**src/rtl/dso_cmd_pkg.sv**
```systemverilog
// Shared types and constants for the DSO host command path.
// Covers the RX/TX state encodings, the opcode map and the ack bytes.
package dso_cmd_pkg;

   localparam int unsigned BYTE_W = 8;
   localparam int unsigned CMD_W  = 3 * BYTE_W;

   typedef enum logic [1:0] {
      RX_B1 = 2'd0,
      RX_B2 = 2'd1,
      RX_B3 = 2'd2
   } rx_state_t;

   typedef enum logic {
      T_IDLE = 1'b0,
      T_WAIT = 1'b1
   } tx_state_t;

   // Host opcodes; the receiver never decodes them
   localparam logic [BYTE_W-1:0] DUMP_CH  = 8'h01;
   localparam logic [BYTE_W-1:0] CFG_GAIN = 8'h02;
   localparam logic [BYTE_W-1:0] TRIG_LVL = 8'h03;
   localparam logic [BYTE_W-1:0] TRIG_POS = 8'h04;
   localparam logic [BYTE_W-1:0] SET_DEC  = 8'h05;
   localparam logic [BYTE_W-1:0] TRIG_CFG = 8'h06;
   localparam logic [BYTE_W-1:0] TRIG_RD  = 8'h07;
   localparam logic [BYTE_W-1:0] EEP_WRT  = 8'h08;
   localparam logic [BYTE_W-1:0] EEP_RD   = 8'h09;

   localparam logic [BYTE_W-1:0] POS_ACK  = 8'hA5;
   localparam logic [BYTE_W-1:0] NEG_ACK  = 8'hEE;

endpackage

```
**src/rtl/host_cmd_rcvr.sv**
```systemverilog
// Host command endpoint: assembles 3-byte commands from the UART with an
// inter-byte timeout, and sends single response bytes back to the host.
import dso_cmd_pkg::*;

module host_cmd_rcvr #(
   parameter int unsigned TIMEOUT_CYC = 65535,
   parameter int unsigned CNT_W       = 16
) (
   input  logic              clk,
   input  logic              rst,
   input  logic [BYTE_W-1:0] rx_data,
   input  logic              rx_rdy,
   output logic              clr_rx_rdy,
   output logic [CMD_W-1:0]  cmd,
   output logic              cmd_rdy,
   input  logic              clr_cmd_rdy,
   output logic              cmd_ovr,
   output logic              frm_to,
   input  logic [BYTE_W-1:0] resp_data,
   input  logic              send_resp,
   output logic              resp_busy,
   output logic              resp_sent,
   output logic [BYTE_W-1:0] tx_data,
   output logic              trmt,
   input  logic              tx_done
);

   localparam logic [CNT_W-1:0] TO_LAST = CNT_W'(TIMEOUT_CYC - 1);

   rx_state_t         r_rx_state, w_rx_state_nxt;
   logic [CNT_W-1:0]  r_to_cnt, w_to_cnt_nxt;
   logic [BYTE_W-1:0] r_sh1, w_sh1_nxt;
   logic [BYTE_W-1:0] r_sh2, w_sh2_nxt;
   logic [CMD_W-1:0]  r_cmd, w_cmd_nxt;
   logic              r_cmd_rdy, w_cmd_rdy_nxt;
   logic              r_cmd_ovr, w_cmd_ovr_nxt;
   logic              r_frm_to, w_frm_to_nxt;
   logic              r_clr_rx_rdy, w_clr_rx_rdy_nxt;

   tx_state_t         r_tx_state, w_tx_state_nxt;
   logic [BYTE_W-1:0] r_tx_data, w_tx_data_nxt;
   logic              r_trmt, w_trmt_nxt;
   logic              r_resp_busy, w_resp_busy_nxt;
   logic              r_resp_sent, w_resp_sent_nxt;

   logic              w_accept;
   logic              w_timeout;

   // The pending clr pulse masks rx_rdy so one byte is never taken twice
   assign w_accept  = rx_rdy & ~r_clr_rx_rdy;
   assign w_timeout = (r_rx_state != RX_B1) && (r_to_cnt == TO_LAST) && !w_accept;

   // RX next-state: byte capture, command assembly, overrun and timeout
   always_comb begin
      w_rx_state_nxt   = r_rx_state;
      w_to_cnt_nxt     = r_to_cnt;
      w_sh1_nxt        = r_sh1;
      w_sh2_nxt        = r_sh2;
      w_cmd_nxt        = r_cmd;
      w_cmd_rdy_nxt    = r_cmd_rdy;
      w_cmd_ovr_nxt    = r_cmd_ovr;
      w_frm_to_nxt     = 1'b0;
      w_clr_rx_rdy_nxt = w_accept;

      if (clr_cmd_rdy) begin
         w_cmd_rdy_nxt = 1'b0;
         w_cmd_ovr_nxt = 1'b0;
      end

      if (w_accept) begin
         w_to_cnt_nxt = '0;
         case (r_rx_state)
            RX_B1: begin
               w_sh1_nxt      = rx_data;
               w_rx_state_nxt = RX_B2;
            end
            RX_B2: begin
               w_sh2_nxt      = rx_data;
               w_rx_state_nxt = RX_B3;
            end
            RX_B3: begin
               w_cmd_nxt      = {r_sh1, r_sh2, rx_data};
               w_cmd_rdy_nxt  = 1'b1;
               w_cmd_ovr_nxt  = w_cmd_ovr_nxt | (r_cmd_rdy & ~clr_cmd_rdy);
               w_rx_state_nxt = RX_B1;
            end
            default: w_rx_state_nxt = RX_B1;
         endcase
      end else if (w_timeout) begin
         w_rx_state_nxt = RX_B1;
         w_to_cnt_nxt   = '0;
         w_sh1_nxt      = '0;
         w_sh2_nxt      = '0;
         w_frm_to_nxt   = 1'b1;
      end else if (r_rx_state != RX_B1) begin
         w_to_cnt_nxt = r_to_cnt + CNT_W'(1);
      end
   end

   always_ff @(posedge clk) begin
      if (rst) begin
         r_rx_state   <= RX_B1;
         r_to_cnt     <= '0;
         r_sh1        <= '0;
         r_sh2        <= '0;
         r_cmd        <= '0;
         r_cmd_rdy    <= 1'b0;
         r_cmd_ovr    <= 1'b0;
         r_frm_to     <= 1'b0;
         r_clr_rx_rdy <= 1'b0;
      end else begin
         r_rx_state   <= w_rx_state_nxt;
         r_to_cnt     <= w_to_cnt_nxt;
         r_sh1        <= w_sh1_nxt;
         r_sh2        <= w_sh2_nxt;
         r_cmd        <= w_cmd_nxt;
         r_cmd_rdy    <= w_cmd_rdy_nxt;
         r_cmd_ovr    <= w_cmd_ovr_nxt;
         r_frm_to     <= w_frm_to_nxt;
         r_clr_rx_rdy <= w_clr_rx_rdy_nxt;
      end
   end

   // TX next-state; tx_done in the trmt cycle is stale from the previous byte
   always_comb begin
      w_tx_state_nxt  = r_tx_state;
      w_tx_data_nxt   = r_tx_data;
      w_trmt_nxt      = 1'b0;
      w_resp_sent_nxt = 1'b0;

      case (r_tx_state)
         T_IDLE: begin
            if (send_resp) begin
               w_tx_data_nxt  = resp_data;
               w_trmt_nxt     = 1'b1;
               w_tx_state_nxt = T_WAIT;
            end
         end
         T_WAIT: begin
            if (tx_done && !r_trmt) begin
               w_resp_sent_nxt = 1'b1;
               w_tx_state_nxt  = T_IDLE;
            end
         end
         default: w_tx_state_nxt = T_IDLE;
      endcase

      w_resp_busy_nxt = (w_tx_state_nxt == T_WAIT);
   end

   always_ff @(posedge clk) begin
      if (rst) begin
         r_tx_state  <= T_IDLE;
         r_tx_data   <= '0;
         r_trmt      <= 1'b0;
         r_resp_busy <= 1'b0;
         r_resp_sent <= 1'b0;
      end else begin
         r_tx_state  <= w_tx_state_nxt;
         r_tx_data   <= w_tx_data_nxt;
         r_trmt      <= w_trmt_nxt;
         r_resp_busy <= w_resp_busy_nxt;
         r_resp_sent <= w_resp_sent_nxt;
      end
   end

   assign clr_rx_rdy = r_clr_rx_rdy;
   assign cmd        = r_cmd;
   assign cmd_rdy    = r_cmd_rdy;
   assign cmd_ovr    = r_cmd_ovr;
   assign frm_to     = r_frm_to;
   assign tx_data    = r_tx_data;
   assign trmt       = r_trmt;
   assign resp_busy  = r_resp_busy;
   assign resp_sent  = r_resp_sent;

endmodule

```
**config.mk**
```make
export PLATFORM = sky130hd
export DESIGN_NAME = host_cmd_rcvr
export DESIGN_NICKNAME = d
export VERILOG_FILES = /design/src/rtl/dso_cmd_pkg.sv /design/src/rtl/host_cmd_rcvr.sv
export SDC_FILE = /design/constraint.sdc
export NUM_CORES = 1
export LEC_CHECK = 0
export ABC_AREA = 1
export CAP_MARGIN = 5
export CORE_MARGIN = 1
export CORE_UTILIZATION = 45
export DETAILED_ROUTE_END_ITERATION = 8
export PLACE_DENSITY = 0.7
export REMOVE_ABC_BUFFERS = 1
export SLEW_MARGIN = 40
export SYNTH_ARGS = -nofsm -noshare
export SYNTH_HDL_FRONTEND = slang
export SYNTH_SLANG_ARGS = --single-unit
```
**constraint.sdc**
```tcl
create_clock -name clk -period 3.49 [get_ports clk]
set_input_delay 0.8725 -clock clk [delete_from_list [all_inputs] [get_ports clk]]
set_output_delay 0.8725 -clock clk [all_outputs]
set_load 0.03 [all_outputs]
```
==> impl_metrics.json, run 1 <==
{
  "synthTopCellsByArea": "dfxtp_1 (52%), nor2_1 (9.6%), nand2_1 (7.3%)",
  "post_cts_buffers": 0,
  "postSynth.asyncResetShare": 0,
  "start_kind": "register",
  "r2r-end": "r_to_cnt[14]",
  "tightestPinTransition_ns": 0.360,
  "ys_types": 28,
  "synth_cells": 364,
  "synth.most_common_cell": "dfxtp_1",
  "cpPeakStageDelay_ns": 0.69,
  "fin_nets": 451,
  "cts_sinks": 73,
  "antenna_found_initial": 0,
  "drt_iter0_drc": 152,
  "synth_flop_cell": "dfxtp_1",
  "crit_type": "register to output port",
  "grt_start_max_net_pins": 41,
  "slew_headroom": 0.759,
  "ys_seq_area_frac": 0.518,
  "power_mw": 1.66,
  "drcViolationCount": 0,
  "hold_viol_final": 0,
  "crit_path_end": "cmd[18]",
  "reg2regPathDepth": 8,
  "tritoncts": "done",
  "holdBufCountCts": 0,
  "htree_levels": 3,
  "layout-drive-gt1-share": 0.0856,
  "power_density_nw_per_um2": 451,
  "dp_hpwl_mm": 4.27,
  "avgViaCountPerCell": 4.88,
  "crit_buf_inv": 1,
  "reg2reg_slack_ns": 1.89,
  "rows": 28,
  "synth_warnings": 0,
  "numCtsBuffers": 9,
  "synth-seq-cells": 73,
  "die_area_um2": 6600,
  "cts.clk_slew.worst_paths_ns": 0.07,
  "min_path_cells": 1,
  "ant_nets": 0,
  "end_kind": "output port",
  "netlist.area_leader.share": 0.518,
  "min_path_type": "register to register",
  "core_area_um2": 5990,
  "required_ns": 2.62,
  "syn-cell-area_um2": 2820,
  "first_pass_iters": 4,
  "irDropWorstVdd_mv": 0.252,
  "min_period_over_period": 0.638,
  "cts_buffer_depth": 2,
  "grt_pass1_vias": 2270,
  "period_minus_slack_ns": 2.23,
  "r2r-start": "r_to_cnt[1]",
  "slew_violations": 0,
  "start_util": 0.471,
  "cts_resized": 0,
  "synth_edf_count": 0,
  "ioPinCount": 61,
  "grt_usage": 0.200,
  "min_from": "trmt",
  "yosys.area.top_type": "dfxtp_1",
  "rsz0062_at_grt": "false",
  "routedWlPerCell_um": 11.7,
  "register_area_um2": 1460,
  "path_max_fanout": 2,
  "nFillCells": 562,
  "grt_pass1_wl_mm": 9.96,
  "fmax_ghz": 0.449,
  "place.gp.congestion": 0.777,
  "worstSetupStartpoint": "cmd[18]",
  "syn_avg_cell_area_um2": 7.76,
  "die_w_um": 81.2,
  "path_depth": 1,
  "critPathSlowestCell": "clkdlybuf4s50_1",
  "cp.arrival_ns": 1.35,
  "tns_ns": 0,
  "wl_mm": 5.95,
  "crit_family": "buffers and inverters",
  "crit_chain": "clkdlybuf4s50_1",
  "cts_root_buf": "clkbuf_8",
  "multi_input_area_um2": 1150,
  "max_cap_viol_count": 0,
  "p_leak_nw": 1.42,
  "outcome": "complete, no violations",
  "setup_violations": 0,
  "portBuffers": 60,
  "insertion_delay_ns": 0.34,
  "diodes": 0,
  "die_h_um": 81.2,
  "synth_common_cells": "dfxtp_1 (73), nor2_1 (72), nand2_1 (55)",
  "syn_to_final_growth_pct": 30.0,
  "num_vias": 2476,
  "skew_ns": 0.0131,
  "grt-ovfl-total": 0
}
-- layout by cell type (no fill, tap or decap), types with 2 or more instances in the layout --
master           instances
clkbuf_8                10
inv_1                   38
clkinv_2                 2
or2_2                    3
nand4_1                  4
nor2_1                  72
xor2_1                   3
nand3_2                  2
nor2_4                   3
buf_4                    4
o22ai_1                  8
clkdlybuf4s50_1         60
nand3_1                 15
xnor2_1                  3
dfxtp_1                 73
clkinvlp_4               2
ha_1                     2
a21oi_1                 23
o21ai_0                 36
nor2_2                   3
nand2_1                 55
inv_2                    2
-- through the flow --
stage / hold WS [ns] / cells / setup WS [ns] / util / instance area, um^2
after floorplan: 0.442 / 352 / 1.30 / - / 2770
after global placement: 0.438 / 491 / 1.12 / 0.582 / 3490
after detailed placement: 0.442 / 491 / 1.04 / 0.582 / 3490
after CTS: 0.452 / 507 / 1.23 / 0.613 / 3670
after global routing: 0.490 / 507 / 1.19 / 0.613 / 3670
final: 0.448 / 507 / 1.26 / 0.613 / 3670
-- sequential cells by signal, summed over array words and instances, names as in the netlist --
register	cells
cmd	24
r_to_cnt	16
r_sh1	8
r_sh2	8
tx_data	8
r_rx_state	2
clr_rx_rdy	1
cmd_ovr	1
cmd_rdy	1
frm_to	1
resp_busy	1
resp_sent	1
trmt	1
-- layer usage --
layer	part of all wire	GRT usage
met2	0.44	0.321
met3	0.057	0.0404
met1	0.49	0.251
met4	0.011	0.107
met5	0	0
-- kinds of logic (layout without fill, tap and decap cells) --
group	after synthesis	after routing	synth area share
simple gates	161	161	0.247
flops	73	73	0.518
compound gates	70	70	0.134
buf+inv	52	120	0.0740
xor+xnor	6	6	0.0186
fa+ha+maj	2	2	0.00886
-- how the worst min path moves through the flow --
stage,end
floorplan,r_to_cnt[12]
global placement,resp_sent
detailed placement,resp_sent
CTS,resp_sent
global route,r_to_cnt[12]
finish,resp_sent
-- area by class of cell --
| cell class | instances | share of cell area |
|---|---|---|
| multi-input cells | 239 | 0.314 |
| repair buffers | 64 | 0.172 |
| well taps | 75 | 0.0256 |
| clock buffers | 10 | 0.0375 |
| flip-flops and latches | 73 | 0.398 |
| inverters | 40 | 0.0409 |
| clock inverters | 6 | 0.0116 |
-- where the power goes --
part / switching [mW] / internal, mW / total [mW]
combinational: 0.108 / 0.0765 / 0.185
sequential: 0.0168 / 0.862 / 0.879
clock: 0.314 / 0.278 / 0.592
Note: power is estimated with default switching activity, not from simulation.
==> run 2: changes to the inputs <==
==> constraint.sdc (replaced) <==
create_clock -name clk -period 2.3 [get_ports clk]
set_input_delay 0.575 -clock clk [delete_from_list [all_inputs] [get_ports clk]]
set_output_delay 0.575 -clock clk [all_outputs]
set_load 0.03 [all_outputs]
==> impl_metrics.json, run 2 (synthesis results as in run 1) <==
{
  "outcome": "complete, no violations",
  "first_pass_iters": 4,
  "cts_buffer_depth": 2,
  "fin_nets": 454,
  "die_w_um": 81.2,
  "cts.clk_slew.worst_paths_ns": 0.07,
  "setup_violations": 0,
  "hold_viol_final": 0,
  "num_vias": 2481,
  "crit_type": "register to output port",
  "grt-ovfl-total": 0,
  "grt_pass1_wl_mm": 9.87,
  "dp_hpwl_mm": 4.28,
  "crit_buf_inv": 1,
  "wl_mm": 5.97,
  "drt_iter0_drc": 80,
  "pwr-share-clk": 0.402,
  "tritoncts": "done",
  "p_switching_mw": 0.649,
  "p_sw_frac": 0.240,
  "largest_register_ffs": 24,
  "place.gp.congestion": 0.824,
  "slew_headroom": 0.753,
  "ioPinCount": 61,
  "irDropWorstVdd_mv": 0.472,
  "layout_commonest_cell": "dfxtp_1",
  "critPathSlowestCell": "clkdlybuf4s50_1",
  "min_path_type": "register to register",
  "ant_nets": 0,
  "htree_levels": 3,
  "rows": 28,
  "post_cts_buffers": 0,
  "final_cell_mix": "dfxtp_1 (73), nor2_1 (72), clkdlybuf4s50_1 (60)",
  "tns_ns": 0,
  "grt_pass1_vias": 2255,
  "min_period_over_period": 0.845,
  "internal-power_mw": 2.06,
  "die_h_um": 81.2,
  "end_kind": "output port",
  "p_comb_frac": 0.106,
  "seqPwrFrac": 0.492,
  "rsz0062_at_grt": "false",
  "period_minus_slack_ns": 1.94,
  "holdBufCountCts": 0,
  "cts_resized": 0,
  "required_ns": 1.73,
  "syn_to_final_growth_pct": 32.1,
  "power_density_nw_per_um2": 726,
  "layout-drive-gt1-share": 0.0899,
  "grt_start_max_net_pins": 41,
  "portBuffers": 60,
  "cp.arrival_ns": 1.37,
  "nFillCells": 542,
  "skew_ns": 0.00681,
  "avgViaCountPerCell": 4.87,
  "start_util": 0.471,
  "insertion_delay_ns": 0.35,
  "core_area_um2": 5990,
  "die_area_um2": 6600,
  "numCtsBuffers": 9,
  "start_kind": "register",
  "cts_sinks": 73,
  "routedWlPerCell_um": 11.7,
  "max_cap_viol_count": 0,
  "diodes": 0,
  "cts_root_buf": "clkbuf_8",
  "grt_usage": 0.199,
  "fmax_ghz": 0.514,
  "tightestPinTransition_ns": 0.370,
  "crit_family": "buffers and inverters",
  "drcViolationCount": 0,
  "crit_chain": "clkdlybuf4s50_1",
  "antenna_found_initial": 0,
  "slew_violations": 0,
  "hold_ws_ns": 0.445,
  "p_leak_nw": 1.45,
  "path_max_fanout": 3,
  "cpPeakStageDelay_ns": 0.68
}
## run 2: power by group through the flow
stage               clock (mW)  sequential (mW)  combinational (mW)
global route              1.17             1.34               0.315
CTS                       1.11             1.33               0.289
finish                    1.09             1.33               0.287
global placement             0             1.36               0.283
floorplan                    0             1.41               0.106
detailed placement           0             1.36               0.288
## run 2: area by class of cell
class	instances	area, um^2	area share
Sequential cell	73	1460	0.392
Multi-Input combinational cell	239	1150	0.309
Timing Repair Buffer	67	653	0.175
Inverter	40	150	0.0403
Clock buffer	10	138	0.0369
Tap cell	75	93.8	0.0252
Clock inverter	5	80.1	0.0215
## run 2: path summary, 6_finish.rpt
path	startpoint	to	slack, ns	cells past startpoint
setup / recovery	trmt	trmt	0.36	1
hold / removal	trmt	resp_sent	0.44	1
hold reg to reg	trmt	resp_sent	0.44	1
setup reg to reg	r_to_cnt[0]	r_to_cnt[14]	0.66	8
## run 2: stage by stage
step | instances | area (um^2) | util | power (mW) | worst slack, ns
after floorplan | 352 | 2770 | - | 1.52 | 0.403
after global placement | 494 | 3510 | 0.586 | 1.64 | 0.258
after detailed placement | 494 | 3510 | 0.586 | 1.65 | 0.180
after CTS | 509 | 3730 | 0.623 | 2.74 | 0.333
after global routing | 509 | 3730 | 0.623 | 2.82 | 0.301
final | 509 | 3730 | 0.623 | 2.71 | 0.356
## run 2: metal layers
layer | track usage | up-vias | wire length, um
li1 | - | 1295 | -
met1 | 0.240 | 1119 | 2910
met2 | 0.327 | 58 | 2660
met3 | 0.0472 | 9 | 290
met4 | 0.107 | 0 | 109
met5 | 0 | - | 0
